## config.mk

```make
export PLATFORM = sky130hd
export DESIGN_NAME = ahbl_excl_monitor
export DESIGN_NICKNAME = d
export VERILOG_FILES = /design/src/rtl/ahbl_excl_monitor.sv
export SDC_FILE = /design/constraint.sdc
export NUM_CORES = 1
export LEC_CHECK = 0
export BUFFER_PORTS_ARGS = -buffer_cell sky130_fd_sc_hd__buf_2
export CAP_MARGIN = 20
export CORE_MARGIN = 10
export CORE_UTILIZATION = 30
export CTS_BUF_LIST = sky130_fd_sc_hd__clkbuf_8
export DETAILED_ROUTE_END_ITERATION = 8
export SLEW_MARGIN = 25
export SYNTH_ARGS = -nofsm -noshare
export SYNTH_HDL_FRONTEND = slang
export SYNTH_SLANG_ARGS = --single-unit
```

## constraint.sdc

```tcl
create_clock -name clk -period 10.49 [get_ports clk]
set_input_delay 2.098 -clock clk [delete_from_list [all_inputs] [get_ports clk]]
set_output_delay 2.098 -clock clk [all_outputs]
set_load 0.01 [all_outputs]
```

## src/rtl/ahbl_excl_monitor.sv

```systemverilog
// AHB-Lite exclusive-access monitor: keeps one reservation per master, answers
// failing exclusive stores locally and drives HEXOKAY for the data phase.
module ahbl_excl_monitor #(
  parameter int N_MASTERS    = 4,
  parameter int W_ADDR       = 32,
  parameter int W_DATA       = 32,
  parameter int GRANULE_LOG2 = 2
) (
  input  logic              clk,
  input  logic              rst,
  input  logic              src_hready,
  output logic              src_hready_resp,
  output logic              src_hresp,
  input  logic [W_ADDR-1:0] src_haddr,
  input  logic              src_hwrite,
  input  logic [1:0]        src_htrans,
  input  logic [2:0]        src_hsize,
  input  logic [2:0]        src_hburst,
  input  logic [3:0]        src_hprot,
  input  logic              src_hmastlock,
  input  logic [W_DATA-1:0] src_hwdata,
  output logic [W_DATA-1:0] src_hrdata,
  input  logic              src_hexcl,
  input  logic [7:0]        src_hmaster,
  output logic              src_hexokay,
  output logic              dst_hready,
  input  logic              dst_hready_resp,
  input  logic              dst_hresp,
  output logic [W_ADDR-1:0] dst_haddr,
  output logic              dst_hwrite,
  output logic [1:0]        dst_htrans,
  output logic [2:0]        dst_hsize,
  output logic [2:0]        dst_hburst,
  output logic [3:0]        dst_hprot,
  output logic              dst_hmastlock,
  output logic [W_DATA-1:0] dst_hwdata,
  input  logic [W_DATA-1:0] dst_hrdata
);

  localparam int         W_TAG = W_ADDR - GRANULE_LOG2;
  localparam int         IDX_W = (N_MASTERS > 1) ? $clog2(N_MASTERS) : 1;
  localparam logic [8:0] N_M9  = 9'(N_MASTERS);

  logic [N_MASTERS-1:0] res_v;
  logic [W_TAG-1:0]     res_tag [N_MASTERS];

  logic             dp_act;
  logic             dp_excl;
  logic             dp_write;
  logic             dp_fail;
  logic [IDX_W-1:0] dp_mst;
  logic [W_TAG-1:0] dp_tag;

  logic             addr_acc;
  logic             mst_ok;
  logic [IDX_W-1:0] a_idx;
  logic [W_TAG-1:0] a_tag;
  logic             a_excl;
  logic             ok_done;
  logic             wr_done;
  logic             rd_done;
  logic             clr_hit;
  logic             excl_wr;
  logic             excl_pass;
  logic             excl_fail;

  assign addr_acc = src_hready && src_htrans[1];
  assign mst_ok   = {1'b0, src_hmaster} < N_M9;
  assign a_idx    = src_hmaster[IDX_W-1:0];
  assign a_tag    = src_haddr[W_ADDR-1:GRANULE_LOG2];
  assign a_excl   = src_hexcl && (src_hburst == 3'b000) && mst_ok;

  assign ok_done  = dp_act && !dp_fail && dst_hready_resp && !dst_hresp;
  assign wr_done  = ok_done && dp_write;
  assign rd_done  = ok_done && dp_excl && !dp_write;

  // A write completing this cycle to the same granule must kill the pass
  // decision now, since the table itself only updates at the edge.
  assign clr_hit   = wr_done && (dp_tag == a_tag);
  assign excl_wr   = addr_acc && a_excl && src_hwrite;
  assign excl_pass = res_v[a_idx] && (res_tag[a_idx] == a_tag) && !clr_hit;
  assign excl_fail = excl_wr && !excl_pass;

  assign dst_hready    = src_hready;
  assign dst_haddr     = src_haddr;
  assign dst_hwrite    = src_hwrite;
  assign dst_htrans    = excl_fail ? 2'b00 : src_htrans;
  assign dst_hsize     = src_hsize;
  assign dst_hburst    = src_hburst;
  assign dst_hprot     = src_hprot;
  assign dst_hmastlock = src_hmastlock;
  assign dst_hwdata    = src_hwdata;

  assign src_hready_resp = dp_fail ? 1'b1 : dst_hready_resp;
  assign src_hresp       = dp_fail ? 1'b0 : dst_hresp;
  assign src_hrdata      = dst_hrdata;
  assign src_hexokay     = dp_act && dp_excl && !dp_fail && !dst_hresp;

  // Reservation valid bits; the own-clear of an exclusive write is applied last
  // so it always leaves that master without a reservation.
  always_ff @(posedge clk) begin
    if (rst) begin
      res_v <= '0;
    end else begin
      for (int k = 0; k < N_MASTERS; k++) begin
        if (wr_done && (res_tag[k] == dp_tag)) res_v[k] <= 1'b0;
      end
      if (rd_done) res_v[dp_mst] <= 1'b1;
      if (excl_wr) res_v[a_idx] <= 1'b0;
    end
  end

  always_ff @(posedge clk) begin
    if (!rst && rd_done) res_tag[dp_mst] <= dp_tag;
  end

  always_ff @(posedge clk) begin
    if (rst) begin
      dp_act   <= 1'b0;
      dp_excl  <= 1'b0;
      dp_write <= 1'b0;
      dp_fail  <= 1'b0;
      dp_mst   <= '0;
      dp_tag   <= '0;
    end else if (addr_acc) begin
      dp_act   <= 1'b1;
      dp_excl  <= a_excl;
      dp_write <= src_hwrite;
      dp_fail  <= excl_fail;
      dp_mst   <= a_idx;
      dp_tag   <= a_tag;
    end else if (src_hready) begin
      dp_act  <= 1'b0;
      dp_fail <= 1'b0;
    end
  end

endmodule

```

==> reports/qor.csv <==
metric,value,unit
timing.fmax,138,MHz
final_area,0.00925,mm^2
ios,238,
dr_wl_met3,2270,um
viasPerCell,4.98,
yosysMostFrequentCell,xor2_1,
postCtsHoldBufs,0,
drive_gt1_frac,0.226,
drc,0,
die_area,0.0371,mm^2
grt_pass1_wl,38600,um
async_flop_share,0,
gp_congestion,0.901,
path_buf_inv,3,
outcome,completed,
p_total,1230,uW
dp_cells,1092,
h-tree-depth,4,
drt-wirelength-per-cell,23.7,um
ys.flop_type,edfxtp_1,
cp_top_family,buffers and inverters,
crit_arrival,5.13,ns
ys_seq_area_frac,0.493,
antenna_found_initial,0,
synth_seq_cells,160,
rsz0062_at_grt,no,
relSlewSlack,0.451,
drt-pass1-iter-count,8,
synth_mux_area_frac,0.0775,
hold_viol,0,
tightest_slew,0.824,ns
critPathLaunchType,primary input,
crit_chain,buf_2 > buf_4 > mux4_2 > xor2_1 > nor4_2 > nand4_1 > o41ai_1 > buf_2,
syn_avg_cell_area,11.7,um^2
synth_simple_gate_area_frac,0.0890,
insertion_delay,0.47,ns
start_util,0.302,
cpMaxStageDelayCell,mux4_2,
cts_setup_buffers,0,
stdcell_count,1124,
drv_cap,0,
path_class,in -> out,
worst_ep_required_time,8.39,ns
power_leakage,0.00363,uW
synthAdderAreaFrac,0,
hp-class,reg -> reg,
setup_tns,0,ns
synth_xor_area_frac,0.173,
synth_top_family_by_area,XOR/XNOR gates,
num_vias,5597,
synth_area_leaders,"edfxtp_1, xor2_1, buf_4, dfxtp_1, mux4_2",
finClkSkew,0.0167,ns
period_share,0.689,
cp-end-kind,output pin,
synth_area,0.00894,mm^2
die_w,193,um
cp_common_cell,buf_2,
ys_top_cells_by_count,"xor2_1, edfxtp_1, buf_4, nand2_1",
post-route-util,0.313,
overflow,0,
setup_viol,0,
cts_resized,0,
synthesis.nets,888,
vdd_ir_drop_max,0.0000672,V
synth_top_area_share,0.403,
min_period,7.23,ns
synth_largest_area_cell,edfxtp_1,
final_max_slew_viol_count,0,
die_y,193,um
grt_use_total,0.143,
portBuffers,89,
cts_inserted_buffers,17,
wl_met2,12100,um
first_iter_violations,581,
hpwlAfterDp,19700,um
area_growth,3.44,%
crit_path_max_fanout,26,
routed_wl,26600,um
cts-root-buf,clkbuf_8,
synth_compound_area_frac,0.0474,
yosys_warnings,0,
coreArea,0.0296,mm^2
path_clk_slew,0.09,ns
fin_nets,845,
yosysUniqueCellTypes,45,
synth_edf_count,120,
cts.sinks,160,
grt_max_degree,42,
highest_layer,met4,
rows,63,
antenna_cells,0,
cts_buffer_depth,2,
ant_nets,0,
grt_pass1_vias,5691,
max_stage_delay,0.58,ns
power_density,133,mW/mm^2
wl_met1,11300,um
dpl_cell_area,0.00890,mm^2
cts_tree,done,
synthCells,764,
-- metal layers --
layer  track usage  up-vias
met5             0        -
met4        0.0668        0
li1              -     2507
met1         0.188     2764
met2         0.219      240
met3        0.0325       86
-- area by class of cell --
type | count | area, um^2
flip-flops and latches | 160 | 4400
inverters | 5 | 18.8
clock inverters | 14 | 95.1
repair buffers | 98 | 513
well taps | 390 | 488
clock buffers | 18 | 248
multi-input cells | 439 | 3480
fillers | 2928 | 20300
-- cell usage in the layout, fill, tap and decap left out, types with 2 or more instances in the layout --
master | Yosys | routed
o2111ai_1 | 3 | 3
nand3b_1 | 2 | 2
mux2i_1 | 13 | 13
nor4_2 | 4 | 4
nand4_1 | 14 | 14
nand3_1 | 5 | 5
nand2_1 | 76 | 76
nor3b_2 | 0 | 2
or2_2 | 2 | 2
clkinv_4 | 0 | 5
clkbuf_8 | 0 | 18
and2_1 | 2 | 2
a221oi_1 | 4 | 4
buf_4 | 111 | 9
xnor2_1 | 38 | 38
o22ai_1 | 2 | 2
buf_2 | 4 | 89
a21oi_1 | 37 | 37
xor2_1 | 139 | 139
inv_1 | 5 | 7
o21ai_0 | 3 | 3
mux4_2 | 22 | 22
o41ai_1 | 7 | 7
edfxtp_1 | 120 | 120
nor4_1 | 32 | 32
a222oi_1 | 2 | 2
clkinvlp_4 | 0 | 2
clkinv_2 | 0 | 4
o211ai_1 | 2 | 2
dfxtp_1 | 40 | 40
nor2_1 | 5 | 4
mux2_2 | 6 | 6
nand2b_1 | 3 | 3
-- logic make-up (layout without fill, tap and decap cells) --
| logic type | Yosys count | after routing |
|---|---|---|
| DFF | 160 | 160 |
| buffers and inverters | 165 | 135 |
| AOI/OAI and AO/OA | 66 | 66 |
| muxes | 41 | 41 |
| and+or+nand+nor | 155 | 155 |
| xor gates and xnor gates | 177 | 177 |
-- sequential cells by signal (all words and copies together) (netlist names) --
| name | cells |
|---|---|
| res_v | 4 |
| dp_excl | 1 |
| dp_fail | 1 |
| dp_tag | 30 |
| dp_write | 1 |
| dp_act | 1 |
| res_tag | 120 |
| dp_mst | 2 |
-- where the power goes --
| part | internal [uW] | switching, uW | leakage [uW] |
|---|---|---|---|
| clock | 168 | 237 | 0.000181 |
| combinational | 49.0 | 74.3 | 0.00190 |
| sequential | 683 | 19.0 | 0.00155 |
| total | 900 | 330 | 0.00363 |
-- final timing paths --
path	slack [ns]	cells after the start	from	to
setup / recovery	3.26	8	src_hmaster[0]	dst_htrans[1]
hold / removal	0.46	2	dp_write$_SDFFE_PP0P_	dp_write$_SDFFE_PP0P_
setup reg to reg	7.80	5	dp_tag[17]$_SDFFE_PP0P_	dp_fail$_SDFFE_PP0P_
hold reg to reg	0.46	2	dp_write$_SDFFE_PP0P_	dp_write$_SDFFE_PP0P_
-- metrics by stage --
step                worst slack (ns)  hold WS [ns]
finish                          3.26         0.464
global route                    3.09         0.483
CTS                             3.25         0.465
detailed placement              3.25         0.452
global placement                3.24         0.449
floorplan                       4.39         0.432
-- worst reg2reg max path, cell delays in order, from the launching register on --
cell,delay (ns)
dfxtp_1,0.62
xor2_1,0.15
nor4_1,0.60
nand4_1,0.22
o41ai_1,0.73
o41a_1,0.30
Note: power is estimated with default switching activity, not from simulation.
